==> src/rtl/switch_allocator_if.sv <==
// rtl/switch_allocator_if.sv - route reservation bus between port control logic and the switch allocator
interface switch_allocator_if #(
  parameter int N             = 4,
  parameter int REQUEST_WIDTH = 2
);
  localparam int SEL_WIDTH = (N > 1) ? $clog2(N) : 1;

  logic [N-1:0]               routeReserveRequestValid;
  logic [N*REQUEST_WIDTH-1:0] routeReserveRequest;
  logic [N-1:0]               routeRelieve;
  logic [N-1:0]               routeReserveStatus;
  logic [N-1:0]               outputBusy;
  logic [N*SEL_WIDTH-1:0]     outputSelect;

  modport master (
    output routeReserveRequestValid,
    output routeReserveRequest,
    output routeRelieve,
    input  routeReserveStatus,
    input  outputBusy,
    input  outputSelect
  );

  modport slave (
    input  routeReserveRequestValid,
    input  routeReserveRequest,
    input  routeRelieve,
    output routeReserveStatus,
    output outputBusy,
    output outputSelect
  );
endinterface

==> src/rtl/switch_allocator.sv <==
// rtl/switch_allocator.sv - per-output rotating-priority arbiter with registered reservation table
module switch_allocator #(
  parameter int  N             = 4,
  parameter int  REQUEST_WIDTH = 2,
  localparam int SEL_WIDTH     = (N > 1) ? $clog2(N) : 1
) (
  input  logic                clk,
  input  logic                rst,
  switch_allocator_if.slave   alloc
);

  logic [N-1:0]                r_busy;
  logic [N-1:0]                r_held;
  logic [N-1:0][SEL_WIDTH-1:0] r_owner;
  logic [N-1:0][SEL_WIDTH-1:0] r_rr;

  logic [N-1:0][REQUEST_WIDTH-1:0] w_req_idx;
  logic [N-1:0][N-1:0]             w_cand;
  logic [N-1:0]                    w_grant;
  logic [N-1:0][SEL_WIDTH-1:0]     w_winner;
  logic [N-1:0][SEL_WIDTH-1:0]     w_rr_next;
  logic [N-1:0]                    w_release;
  logic [N-1:0]                    w_held_set;
  logic [N-1:0]                    w_held_clr;

  genvar g;
  for (g = 0; g < N; g++) begin : g_port
    assign w_req_idx[g] = alloc.routeReserveRequest[g*REQUEST_WIDTH +: REQUEST_WIDTH];
    assign alloc.outputSelect[g*SEL_WIDTH +: SEL_WIDTH] = r_owner[g];
  end

  assign alloc.routeReserveStatus = r_held;
  assign alloc.outputBusy         = r_busy;

  // Out-of-range indices never equal any output number, so they drop out here.
  always_comb begin
    w_cand    = '0;
    w_grant   = '0;
    w_winner  = '0;
    w_rr_next = '0;
    for (int o = 0; o < N; o++) begin
      for (int i = 0; i < N; i++) begin
        w_cand[o][i] = alloc.routeReserveRequestValid[i] && !r_held[i] &&
                       (int'(w_req_idx[i]) == o);
      end
      if (!r_busy[o]) begin
        for (int k = 0; k < N; k++) begin
          for (int i = 0; i < N; i++) begin
            if (!w_grant[o] && w_cand[o][i] && (i == (int'(r_rr[o]) + k) % N)) begin
              w_grant[o]  = 1'b1;
              w_winner[o] = SEL_WIDTH'(i);
            end
          end
        end
      end
      w_rr_next[o] = SEL_WIDTH'((int'(w_winner[o]) + 1) % N);
    end
  end

  // A busy output is only ever owned by a holding input, so the owner's relieve frees it.
  always_comb begin
    w_release  = '0;
    w_held_set = '0;
    w_held_clr = alloc.routeRelieve & r_held;
    for (int o = 0; o < N; o++) begin
      for (int i = 0; i < N; i++) begin
        if (r_busy[o] && (int'(r_owner[o]) == i) && alloc.routeRelieve[i]) begin
          w_release[o] = 1'b1;
        end
        if (w_grant[o] && (int'(w_winner[o]) == i)) begin
          w_held_set[i] = 1'b1;
        end
      end
    end
  end

  always_ff @(posedge clk) begin
    if (!rst) begin
      r_busy  <= '0;
      r_held  <= '0;
      r_owner <= '0;
      r_rr    <= '0;
    end else begin
      for (int o = 0; o < N; o++) begin
        if (w_grant[o]) begin
          r_busy[o]  <= 1'b1;
          r_owner[o] <= w_winner[o];
          r_rr[o]    <= w_rr_next[o];
        end else if (w_release[o]) begin
          r_busy[o]  <= 1'b0;
        end
      end
      r_held <= (r_held & ~w_held_clr) | w_held_set;
    end
  end

endmodule

==> src/flat_wrapper.sv <==
// flat-port wrapper written by rule: the top's interface ports become plain ports
module switch_allocator_flat 
#(
  parameter int  N             = 4,
  parameter int  REQUEST_WIDTH = 2,
  localparam int SEL_WIDTH     = (N > 1) ? $clog2(N) : 1
)
  (clk, rst, alloc_routeReserveRequestValid, alloc_routeReserveRequest, alloc_routeRelieve, alloc_routeReserveStatus, alloc_outputBusy, alloc_outputSelect);
  switch_allocator_if #(.N(N), .REQUEST_WIDTH(REQUEST_WIDTH)) alloc_i ();
  input  logic clk;
  input  logic rst;
  input wire logic [$bits(alloc_i.routeReserveRequestValid)-1:0] alloc_routeReserveRequestValid;
  input wire logic [$bits(alloc_i.routeReserveRequest)-1:0] alloc_routeReserveRequest;
  input wire logic [$bits(alloc_i.routeRelieve)-1:0] alloc_routeRelieve;
  output wire logic [$bits(alloc_i.routeReserveStatus)-1:0] alloc_routeReserveStatus;
  output wire logic [$bits(alloc_i.outputBusy)-1:0] alloc_outputBusy;
  output wire logic [$bits(alloc_i.outputSelect)-1:0] alloc_outputSelect;
  assign alloc_i.routeReserveRequestValid = alloc_routeReserveRequestValid;
  assign alloc_i.routeReserveRequest = alloc_routeReserveRequest;
  assign alloc_i.routeRelieve = alloc_routeRelieve;
  assign alloc_routeReserveStatus = alloc_i.routeReserveStatus;
  assign alloc_outputBusy = alloc_i.outputBusy;
  assign alloc_outputSelect = alloc_i.outputSelect;
  switch_allocator #(.N(N), .REQUEST_WIDTH(REQUEST_WIDTH)) u_core (.clk(clk), .rst(rst), .alloc(alloc_i));
endmodule
==> config.mk <==
export PLATFORM = sky130hd
export DESIGN_NAME = switch_allocator_flat
export DESIGN_NICKNAME = d
export VERILOG_FILES = /design/src/rtl/switch_allocator_if.sv /design/src/rtl/switch_allocator.sv /design/src/flat_wrapper.sv
export SDC_FILE = /design/constraint.sdc
export NUM_CORES = 1
export LEC_CHECK = 0
export ABC_AREA = 1
export BUFFER_PORTS_ARGS = -buffer_cell sky130_fd_sc_hd__buf_2
export CORE_MARGIN = 5
export CORE_UTILIZATION = 40
export CTS_CLUSTER_SIZE = 16
export DETAILED_ROUTE_END_ITERATION = 12
export MAX_ROUTING_LAYER = met4
export PLACE_DENSITY_LB_ADDON = 0.15
export SYNTH_ARGS = -nofsm -noshare
export SYNTH_HDL_FRONTEND = slang
export SYNTH_SLANG_ARGS = --single-unit
export TNS_END_PERCENT = 20
==> constraint.sdc <==
create_clock -name clk -period 3.8 [get_ports clk]
set_input_delay 1.14 -clock clk [delete_from_list [all_inputs] [get_ports clk]]
set_output_delay 1.14 -clock clk [all_outputs]
set_load 0.02 [all_outputs]
After elaboration in Yosys (flattened, before gate mapping)
Cells that the tools add are included.
{"block": "word_totals", "elab_cells": 661, "n_memories": 0, "regBits": 24, "output_inout_bits": 16, "ramBits": 0, "latchBits": 0, "inputBits": 18, "mem_bits_ro": 0}
{"block": "classes", "shift": 0, "eq_ne": 84, "muxes": 232, "n_bitwise": 16, "div": 0, "addsub": 16, "multipliers": 0, "n_lt_le_gt_ge": 0, "reduce_logical": 300}
{"op": "zero test 32 bit", "count": 16}
{"op": "logical AND 1 bit", "count": 192}
{"op": "two-way mux 1 bit", "count": 172}
{"op": "two-way mux 2 bit", "count": 60}
{"op": "equality test 3 bit, first input constant", "count": 24}
{"op": "zero test 1 bit", "count": 64}
{"op": "equality test 2 bit, second input constant", "count": 24}
{"op": "equality test 2 x 3 -> 1 bit, first input constant", "count": 12}
{"op": "equality test 2 x 1 -> 1 bit, second input constant", "count": 12}
{"op": "zero test 2 bit", "count": 12}
{"op": "OR reduction 2 bit", "count": 12}
{"op": "adder 2 x 1 -> 2 bit, second input constant", "count": 8}
{"op": "adder 2 bit, second input constant", "count": 8}
{"op": "equality test 2 bit, first input constant", "count": 8}
{"op": "bitwise AND 1 bit, first input constant", "count": 12}
{"op": "bitwise AND 4 bit", "count": 2}
{"op": "equality test 1 x 2 -> 1 bit, first input constant", "count": 4}
{"op": "nonzero test 2 bit", "count": 4}
{"op": "NOT 4 bit", "count": 1}
{"op": "bitwise OR 4 bit", "count": 1}

Longest topological paths before layout
Gate-level depths: netlist of the first run.
{"block": "depth", "ltp_word": 88, "mapped_depth": 20, "mapped_depth_nobuf": 20}

Least setup slack after synthesis of the first run
Ideal clock, no wire load.
{"block": "synth_timing", "kind": "input -> register", "start": "input port alloc_routeReserveRequestValid[3]", "end": "register u_core.r_held[2] (netlist: u_core.alloc.routeReserveStatus[2])", "arrival_time_ps": 3057, "path_buffers": 0, "setup_slack_ps": 608, "path_stages": 19, "required_time_ps": 3665, "cell_sequence": "inv_1 -> nor2_2 -> nand3_1 -> nand2_1 -> nor2_4 -> nand3_2 -> nor2_2 -> nor2_4 -> nand4_1 -> nor2_4 -> nand4_1 -> and3_1 -> nor2_2 -> inv_1 -> ha_1 -> nand3_1 -> nand3_1 -> nor2_1 -> a21oi_1"}
{"element": "start: declaration", "line_no": "flat_wrapper.sv:12", "source": "input wire logic [$bits(alloc_i.routeReserveRequestValid)-1:0] alloc_routeReserveRequestValid;"}
{"element": "end signal: assignment", "line_no": "switch_allocator.sv:93", "source": "r_held <= (r_held & ~w_held_clr) | w_held_set;"}
{"element": "end: declaration", "line_no": "switch_allocator.sv:13", "source": "logic [N-1:0] r_held;"}

==> results of run 1 <==
-- metal layers --
metal  wire [um]  global-route usage  up-vias
li1            -                   -     1550
met1        3470               0.234     1319
met2        3680               0.304       42
met3         175              0.0121        8
met4         107              0.0488        0
met5           0                   -        -
-- logic make-up (layout without fill, tap and decap cells) --
kind of cell / count (synthesis) / count (layout) / synth area share
DFF: 24 / 24 / 0.173
adders and majority gates: 16 / 16 / 0.0720
and+or+nand+nor: 280 / 280 / 0.536
buffers and inverters: 83 / 126 / 0.112
AOI/OAI and AO/OA: 50 / 50 / 0.108
-- worst reg2reg max path: cells and delay by family, from the launching register on --
family,cells,cell delay (ns)
simple gates,15,2.03
compound gates,1,0.06
buf+inv,1,0.08
flops,1,0.35
fa+ha+maj,1,0.19
-- cells in the final DEF (no fill, tap or decap), types with 2 or more instances in the layout --
cell / count
sky130_fd_sc_hd__nand2_2: 9
sky130_fd_sc_hd__nor3_2: 3
sky130_fd_sc_hd__nand3_1: 40
sky130_fd_sc_hd__buf_4: 7
sky130_fd_sc_hd__nand2_1: 93
sky130_fd_sc_hd__o2111ai_1: 3
sky130_fd_sc_hd__nand4_2: 6
sky130_fd_sc_hd__nand4_1: 13
sky130_fd_sc_hd__inv_1: 75
sky130_fd_sc_hd__o21ai_0: 13
sky130_fd_sc_hd__o21ai_1: 2
sky130_fd_sc_hd__nor2_1: 62
sky130_fd_sc_hd__nor2_2: 17
sky130_fd_sc_hd__ha_1: 16
sky130_fd_sc_hd__nand4_4: 2
sky130_fd_sc_hd__a21oi_2: 3
sky130_fd_sc_hd__nor3_1: 10
sky130_fd_sc_hd__clkbuf_8: 3
sky130_fd_sc_hd__a21oi_1: 22
sky130_fd_sc_hd__inv_2: 6
sky130_fd_sc_hd__buf_2: 33
sky130_fd_sc_hd__nand3_2: 7
sky130_fd_sc_hd__dfxtp_1: 24
sky130_fd_sc_hd__o211ai_1: 2
sky130_fd_sc_hd__nor2_4: 10
-- sequential cells by signal (all words and copies together) (netlist names) --
name                             count
u_core.alloc.outputSelect            8
u_core.alloc.routeReserveStatus      4
u_core.alloc.outputBusy              4
u_core.r_rr                          8
-- power breakdown --
part	switching, mW	leakage (nW)	total (mW)	internal, mW
Clock	0.0907	0.0357	0.232	0.141
Combinational	0.865	1.44	1.32	0.453
Sequential	0.134	0.198	0.493	0.359
-- synth_stat cells (2+ instances only) --
cell,n
sky130_fd_sc_hd__nand2_1,93
sky130_fd_sc_hd__inv_1,75
sky130_fd_sc_hd__nor2_1,62
sky130_fd_sc_hd__nand3_1,40
sky130_fd_sc_hd__dfxtp_1,24
sky130_fd_sc_hd__a21oi_1,22
sky130_fd_sc_hd__nor2_2,17
sky130_fd_sc_hd__ha_1,16
sky130_fd_sc_hd__nand4_1,13
sky130_fd_sc_hd__o21ai_0,13
sky130_fd_sc_hd__nor2_4,10
sky130_fd_sc_hd__nor3_1,10
sky130_fd_sc_hd__nand2_2,9
sky130_fd_sc_hd__nand3_2,7
sky130_fd_sc_hd__inv_2,6
sky130_fd_sc_hd__nand4_2,6
sky130_fd_sc_hd__a21oi_2,3
sky130_fd_sc_hd__nor3_2,3
sky130_fd_sc_hd__o2111ai_1,3
sky130_fd_sc_hd__nand4_4,2
sky130_fd_sc_hd__o211ai_1,2
sky130_fd_sc_hd__o21ai_1,2
-- metrics by stage --
stage / util / total power [mW] / cell area, sq um / setup WS, ns
2_1_floorplan: - / 1.48 / 2780 / 0.608
3_3_place_gp: 0.459 / 1.81 / 3120 / 0.152
3_5_place_dp: 0.459 / 1.82 / 3120 / 0.0646
4_1_cts: 0.469 / 2.06 / 3190 / 0.371
5_1_grt: 0.469 / 2.26 / 3190 / 0.116
6_report: 0.469 / 2.04 / 3190 / 0.367
-- final timing paths --
| check | from | to | slack (ns) | depth (start not counted) |
|---|---|---|---|---|
| worst max-delay path | alloc_routeReserveRequestValid[3] | u_core.alloc.routeReserveStatus[0]$_SDFF_PN0_ | 0.37 | 20 |
| worst min-delay path | u_core.alloc.outputSelect[7]$_SDFFE_PN0P_ | u_core.alloc.outputSelect[7]$_SDFFE_PN0P_ | 0.50 | 2 |
| worst max register to register | u_core.alloc.routeReserveStatus[3]$_SDFF_PN0_ | u_core.alloc.routeReserveStatus[0]$_SDFF_PN0_ | 0.96 | 18 |
| worst min register to register | u_core.alloc.outputSelect[7]$_SDFFE_PN0P_ | u_core.alloc.outputSelect[7]$_SDFFE_PN0P_ | 0.50 | 2 |
-- area by class of cell --
cell class / instances / area share
Multi-Input combinational cell: 346 / 0.624
Sequential cell: 24 / 0.151
Timing Repair Buffer: 40 / 0.0683
Clock inverter: 1 / 0.00942
Inverter: 82 / 0.0966
Clock buffer: 3 / 0.0130
Tap cell: 96 / 0.0377
==> flow_summary.yaml, run 1 <==
timing:
  worstMarginPinSlew_ns: 0.600
  worst_clock_skew_ns: 0.00369
  maxSlewViolCount: 0
  hold_viol_final: 0
  final.hold.worst_slack_ns: 0.502
  setup_viol_count_final: 0
  maxClockFrequency_mhz: 291
  grt_setup_unrepaired: "false"
  totalNegativeSetupSlack_ns: 0
  finalCritPeriodShare: 0.903
  relSlewSlack: 0.598
  finalWorstPathRequiredPeriod_ns: 3.43
setup_path:
  worst_path_most_repeated_cell: "sky130_fd_sc_hd__nand3_1"
  cpLargestDelayFamily: "simple AND/OR/NAND/NOR gates"
  critPathSlowestCell: "sky130_fd_sc_hd__nor2_2"
  critical_path.n_buffers_inverters: 3
  path_max_fanout: 7
  cp.arrival_ns: 3.59
  setup.worst_path.class: "primary input to register"
  critical_path_required_ns: 3.95
  timing.critical_path.slowest_cell_delay_ns: 0.34
  crit_path_cell_trace: "buf_2, inv_1, nor2_2, nand3_1, nand2_1, nor2_4, nand3_1, nor2_1, nand4_1, nand2_2, nor2_4, nand4_1, and3_1, nor2_2, inv_1, ha_1, nand3_1, nand3_1, nor2_1, a21oi_1"
  critical_path.endpoint_type: "register"
  worst_setup_path_start_kind: "primary input"
finish:
  layout.filler_cells: 716
  area_occupied_by_multi_input_gates_sq_mm: 0.00199
  seq_area_sq_um: 480
  final_cell_count_no_fill: 592
  final_layout_size_suffix_gt1_frac: 0.230
  design.final.nets: 531
  antenna_cells_inserted: 0
  area_delta_synth_final_pct: 14.6
clock_tree:
  cts_resized: 0
  clock_transition_at_the_registers_of_the_reported_paths_ns: 0.09
  ctsHtreeMaxLevel: 1
  cts-buffers-inserted: 3
  ctsRootBufferMaster: "sky130_fd_sc_hd__clkbuf_8"
  insertion_delay_ns: 0.28
  clock_tree_from_tritoncts: "done"
  ctsLongestPathBuffers: 2
  clock_sink_count: 24
  number_of_buffers_inserted_by_post_cts_setup_repair: 0
  cts_hold_buffers: 0
floorplanning:
  die_h_um: 93.4
  start_util: 0.409
  design.core.area_sq_mm: 0.00679
  chipWidth_um: 93.4
  design.die.area_sq_mm: 0.00872
  number_of_i_o_pins: 34
  placement_rows: 30
global_route:
  first_pass_grt_wire_length_mm: 12.4
  groute.usage.overall: 0.180
  grt_pass1_vias: 2622
  largest_net_degree_at_the_start_of_global_routing: 19
  grt_overflow_total: 0
  grt_antenna_before_repair: 0
routing:
  final_routed_wirelength_mm: 7.43
  route.vias.total: 2919
  routedWlPerCell_um: 12.6
  drtIter0Drc: 98
  post_drt_via_cell_ratio: 4.93
  detail_route.drc_violations: 0
  route.antenna.remaining_nets: 0
  first_drt_pass_iteration_count: 4
synthesis:
  synth.yosys.seq_area_share: 0.173
  ys_ff_latch: 24
  synth_async_sr_flop_share: 0
  syn_nets: 487
  post-synth-top-area-cell: "sky130_fd_sc_hd__dfxtp_1"
  ys_top_cells_by_area: "sky130_fd_sc_hd__dfxtp_1 17%, sky130_fd_sc_hd__nand2_1 13%, sky130_fd_sc_hd__inv_1 10%"
  syn-cell-area_sq_mm: 0.00278
  yosys.cell_types.count: 37
  syn-mean-instance-area_sq_um: 6.14
  post-synth-top-area-fraction: 0.173
  ys.flop_type: "sky130_fd_sc_hd__dfxtp_1"
  synth_edf_count: 0
  syn_inst: 453
  synth-warning-count: 0
run_status:
  run_status: "finished clean"
placement:
  numPlacedInstances: 588
  post-dp-hpwl_mm: 6.19
  io_buffer_count: 33
  gpl.final_weighted_congestion: 0.885
power_and_ir_drop:
  peakVddDrop_v: 0.000321
  p_per_area_mw_per_mm2: 641
  leakage_nw: 1.68
worst_hold_path:
  hold_path_class: "register to register"
flow_run:
  cap_violations: 0
Note: power is estimated with default switching activity, not from simulation.
==> inputs of run 2 (changes only) <==
- ABC_AREA: 1 -> unset
==> run 2 against run 1 <==
Sequential cell count unchanged. Sequential share of layout area increased by 9.0 points. Register-to-register slack improved by 0.61 ns. Non-clock buffer count decreased by 7. Synthesized cell count decreased by 59%. Hold slack got worse by 0.0017 ns. Via count decreased by 48%. Worst setup slack improved by 0.59 ns. Final area decreased by 37%. Sequential power decreased by 37%. Largest cell class unchanged.
==> flow_summary.yaml, run 2 <==
synthesis:
  post-synth-top-area-cell: "sky130_fd_sc_hd__dfxtp_1"
  yosys-top-cells-count: "24 x sky130_fd_sc_hd__dfxtp_1, 22 x sky130_fd_sc_hd__nor2_1, 17 x sky130_fd_sc_hd__a21oi_1"
  ys_ff_latch: 24
  syn-mean-instance-area_sq_um: 9.24
  post-synth-top-area-fraction: 0.279
  ys_top_cells_by_area: "sky130_fd_sc_hd__dfxtp_1 28%, sky130_fd_sc_hd__ha_1 12%, sky130_fd_sc_hd__mux4_2 5.2%"
  synth_async_sr_flop_share: 0
  synth.yosys.seq_area_share: 0.279
  synth_edf_count: 0
  most_used_standard_cell_by_instance_count_after_synthesis: "sky130_fd_sc_hd__dfxtp_1"
  synth-warning-count: 0
  ys.flop_type: "sky130_fd_sc_hd__dfxtp_1"
  yosys.cell_types.count: 34
  syn_inst: 186
  syn-cell-area_sq_mm: 0.00172
  syn_nets: 220
timing:
  worst_clock_skew_ns: 0.00224
  finalCritPeriodShare: 0.749
  final.hold.worst_slack_ns: 0.500
  hold_viol_final: 0
  setup_viol_count_final: 0
  finalWorstPathRequiredPeriod_ns: 2.85
  grt_setup_unrepaired: "false"
  totalNegativeSetupSlack_ns: 0
  maxClockFrequency_mhz: 351
  maxSlewViolCount: 0
  relSlewSlack: 0.615
  worstMarginPinSlew_ns: 0.576
global_route:
  grt_antenna_before_repair: 0
  grt_pass1_vias: 1424
  groute.usage.overall: 0.164
  grt_overflow_total: 0
  largest_net_degree_at_the_start_of_global_routing: 17
  first_pass_grt_wire_length_mm: 6.92
setup_path:
  critical_path.endpoint_type: "register"
  rrSetupSlack_ns: 1.57
  cp.arrival_ns: 2.98
  worst_setup_path_start_kind: "primary input"
  setup.worst_path.class: "primary input to register"
  path_max_fanout: 5
  timing.reg2reg.worst_path_depth: 8
  critical_path_required_ns: 3.93
routing:
  drtIter0Drc: 51
  route.antenna.remaining_nets: 0
  routedWlPerCell_um: 15.9
  post_drt_via_cell_ratio: 5.57
  detail_route.drc_violations: 0
  first_drt_pass_iteration_count: 4
  final_routed_wirelength_mm: 4.31
  route.vias.total: 1510
clock_tree:
  cts_hold_buffers: 0
  number_of_buffers_inserted_by_post_cts_setup_repair: 0
  cts_resized: 0
  ctsLongestPathBuffers: 2
  cts-buffers-inserted: 3
  ctsRootBufferMaster: "sky130_fd_sc_hd__clkbuf_8"
  clock_transition_at_the_registers_of_the_reported_paths_ns: 0.09
  insertion_delay_ns: 0.26
  ctsHtreeMaxLevel: 1
  clock_tree_from_tritoncts: "done"
  clock_sink_count: 24
floorplanning:
  placement_rows: 23
  start_util: 0.421
  design.core.area_sq_mm: 0.00409
  chipWidth_um: 75.6
  die_h_um: 75.6
  design.die.area_sq_mm: 0.00571
  number_of_i_o_pins: 34
finish:
  layout.cells.most_common_list: "33 x sky130_fd_sc_hd__buf_2, 24 x sky130_fd_sc_hd__dfxtp_1, 22 x sky130_fd_sc_hd__nor2_1"
  area_delta_synth_final_pct: 16.0
  antenna_cells_inserted: 0
  final_layout_size_suffix_gt1_frac: 0.267
  design.final.nets: 256
  layout.cells.most_common: "sky130_fd_sc_hd__buf_2"
worst_hold_path:
  hold_path_class: "register to register"
  depth_of_the_worst_hold_timing_path: 2
run_status:
  run_status: "finished clean"
placement:
  post-dp-hpwl_mm: 3.39
  io_buffer_count: 33
  gpl.final_weighted_congestion: 0.882
power_and_ir_drop:
  leakage_nw: 0.836
  p_per_area_mw_per_mm2: 356
  peakVddDrop_v: 0.000119
  totalPowerFinal_mw: 0.709
flow_run:
  cap_violations: 0
-- run 2: cell count changes after synthesis, moves of 7 or more --
cell	previous run	this run
sky130_fd_sc_hd__inv_1	75	14
sky130_fd_sc_hd__nand2_2	9	0
sky130_fd_sc_hd__nand4_1	13	0
sky130_fd_sc_hd__nor2_2	17	1
sky130_fd_sc_hd__nor2_1	62	22
sky130_fd_sc_hd__nor2_4	10	0
sky130_fd_sc_hd__nand3_1	40	0
sky130_fd_sc_hd__nand2_1	93	6
sky130_fd_sc_hd__nand3_2	7	0
sky130_fd_sc_hd__nor3_1	10	1
sky130_fd_sc_hd__nand2b_1	0	7
-- run 2: logic make-up after synthesis --
kind of cell,count (synthesis),share of synthesized area
mux,9,0.0815
simple gates,63,0.245
compound gates,56,0.239
buf+inv,18,0.0393
fa+ha+maj,16,0.116
flops,24,0.279
-- run 2: worst paths after layout --
kind                                                                      end                                           from
worst min-delay path                u_core.alloc.outputSelect[5]$_SDFFE_PN0P_      u_core.alloc.outputSelect[5]$_SDFFE_PN0P_
worst min register to register      u_core.alloc.outputSelect[5]$_SDFFE_PN0P_      u_core.alloc.outputSelect[5]$_SDFFE_PN0P_
worst max register to register                    u_core.r_rr[3]$_SDFFE_PN0P_  u_core.alloc.routeReserveStatus[2]$_SDFF_PN0_
worst max-delay path            u_core.alloc.routeReserveStatus[0]$_SDFF_PN0_                   alloc_routeReserveRequest[3]
-- run 2: worst max-delay path, cell delays in order --
cell                      delay, ns
sky130_fd_sc_hd__buf_2         0.13
sky130_fd_sc_hd__nor4b_2       0.51
sky130_fd_sc_hd__a21oi_1       0.12
sky130_fd_sc_hd__or4_4         0.58
sky130_fd_sc_hd__ha_1          0.22
sky130_fd_sc_hd__a22oi_1       0.17
sky130_fd_sc_hd__a31oi_1       0.10
-- run 2: layout make-up --
| class | count | area, sq um |
|---|---|---|
| Inverter | 16 | 60.1 |
| Tap cell | 50 | 62.6 |
| Timing Repair Buffer | 33 | 165 |
| Clock buffer | 4 | 55.1 |
| Sequential cell | 24 | 480 |
| Fill cell | 408 | 2090 |
| Multi-Input combinational cell | 144 | 1170 |
-- run 2: metrics by stage --
stage | instances | area [sq um] | setup slack [ns] | utilization
6_report | 271 | 1990 | 0.954 | 0.488
5_1_grt | 271 | 1990 | 0.826 | 0.488
4_1_cts | 271 | 1990 | 0.946 | 0.488
3_5_place_dp | 267 | 1940 | 0.659 | 0.475
3_3_place_gp | 267 | 1940 | 0.730 | 0.475
2_1_floorplan | 186 | 1720 | 1.05 | -
-- run 2: metal layers --
metal  up-vias  GRT usage  wire length (um)
li1        754          -                 -
met1       722      0.227              2090
met2        30      0.244              1960
met3         4     0.0303               203
met4         0     0.0427                44
met5         -          -                 0
-- run 2: report_power, final --
part           leakage (nW)  internal (mW)  switching (mW)
registers             0.197          0.279          0.0343
clock network        0.0288         0.0924          0.0813
logic                 0.610         0.0957           0.126
total                 0.836          0.467           0.242
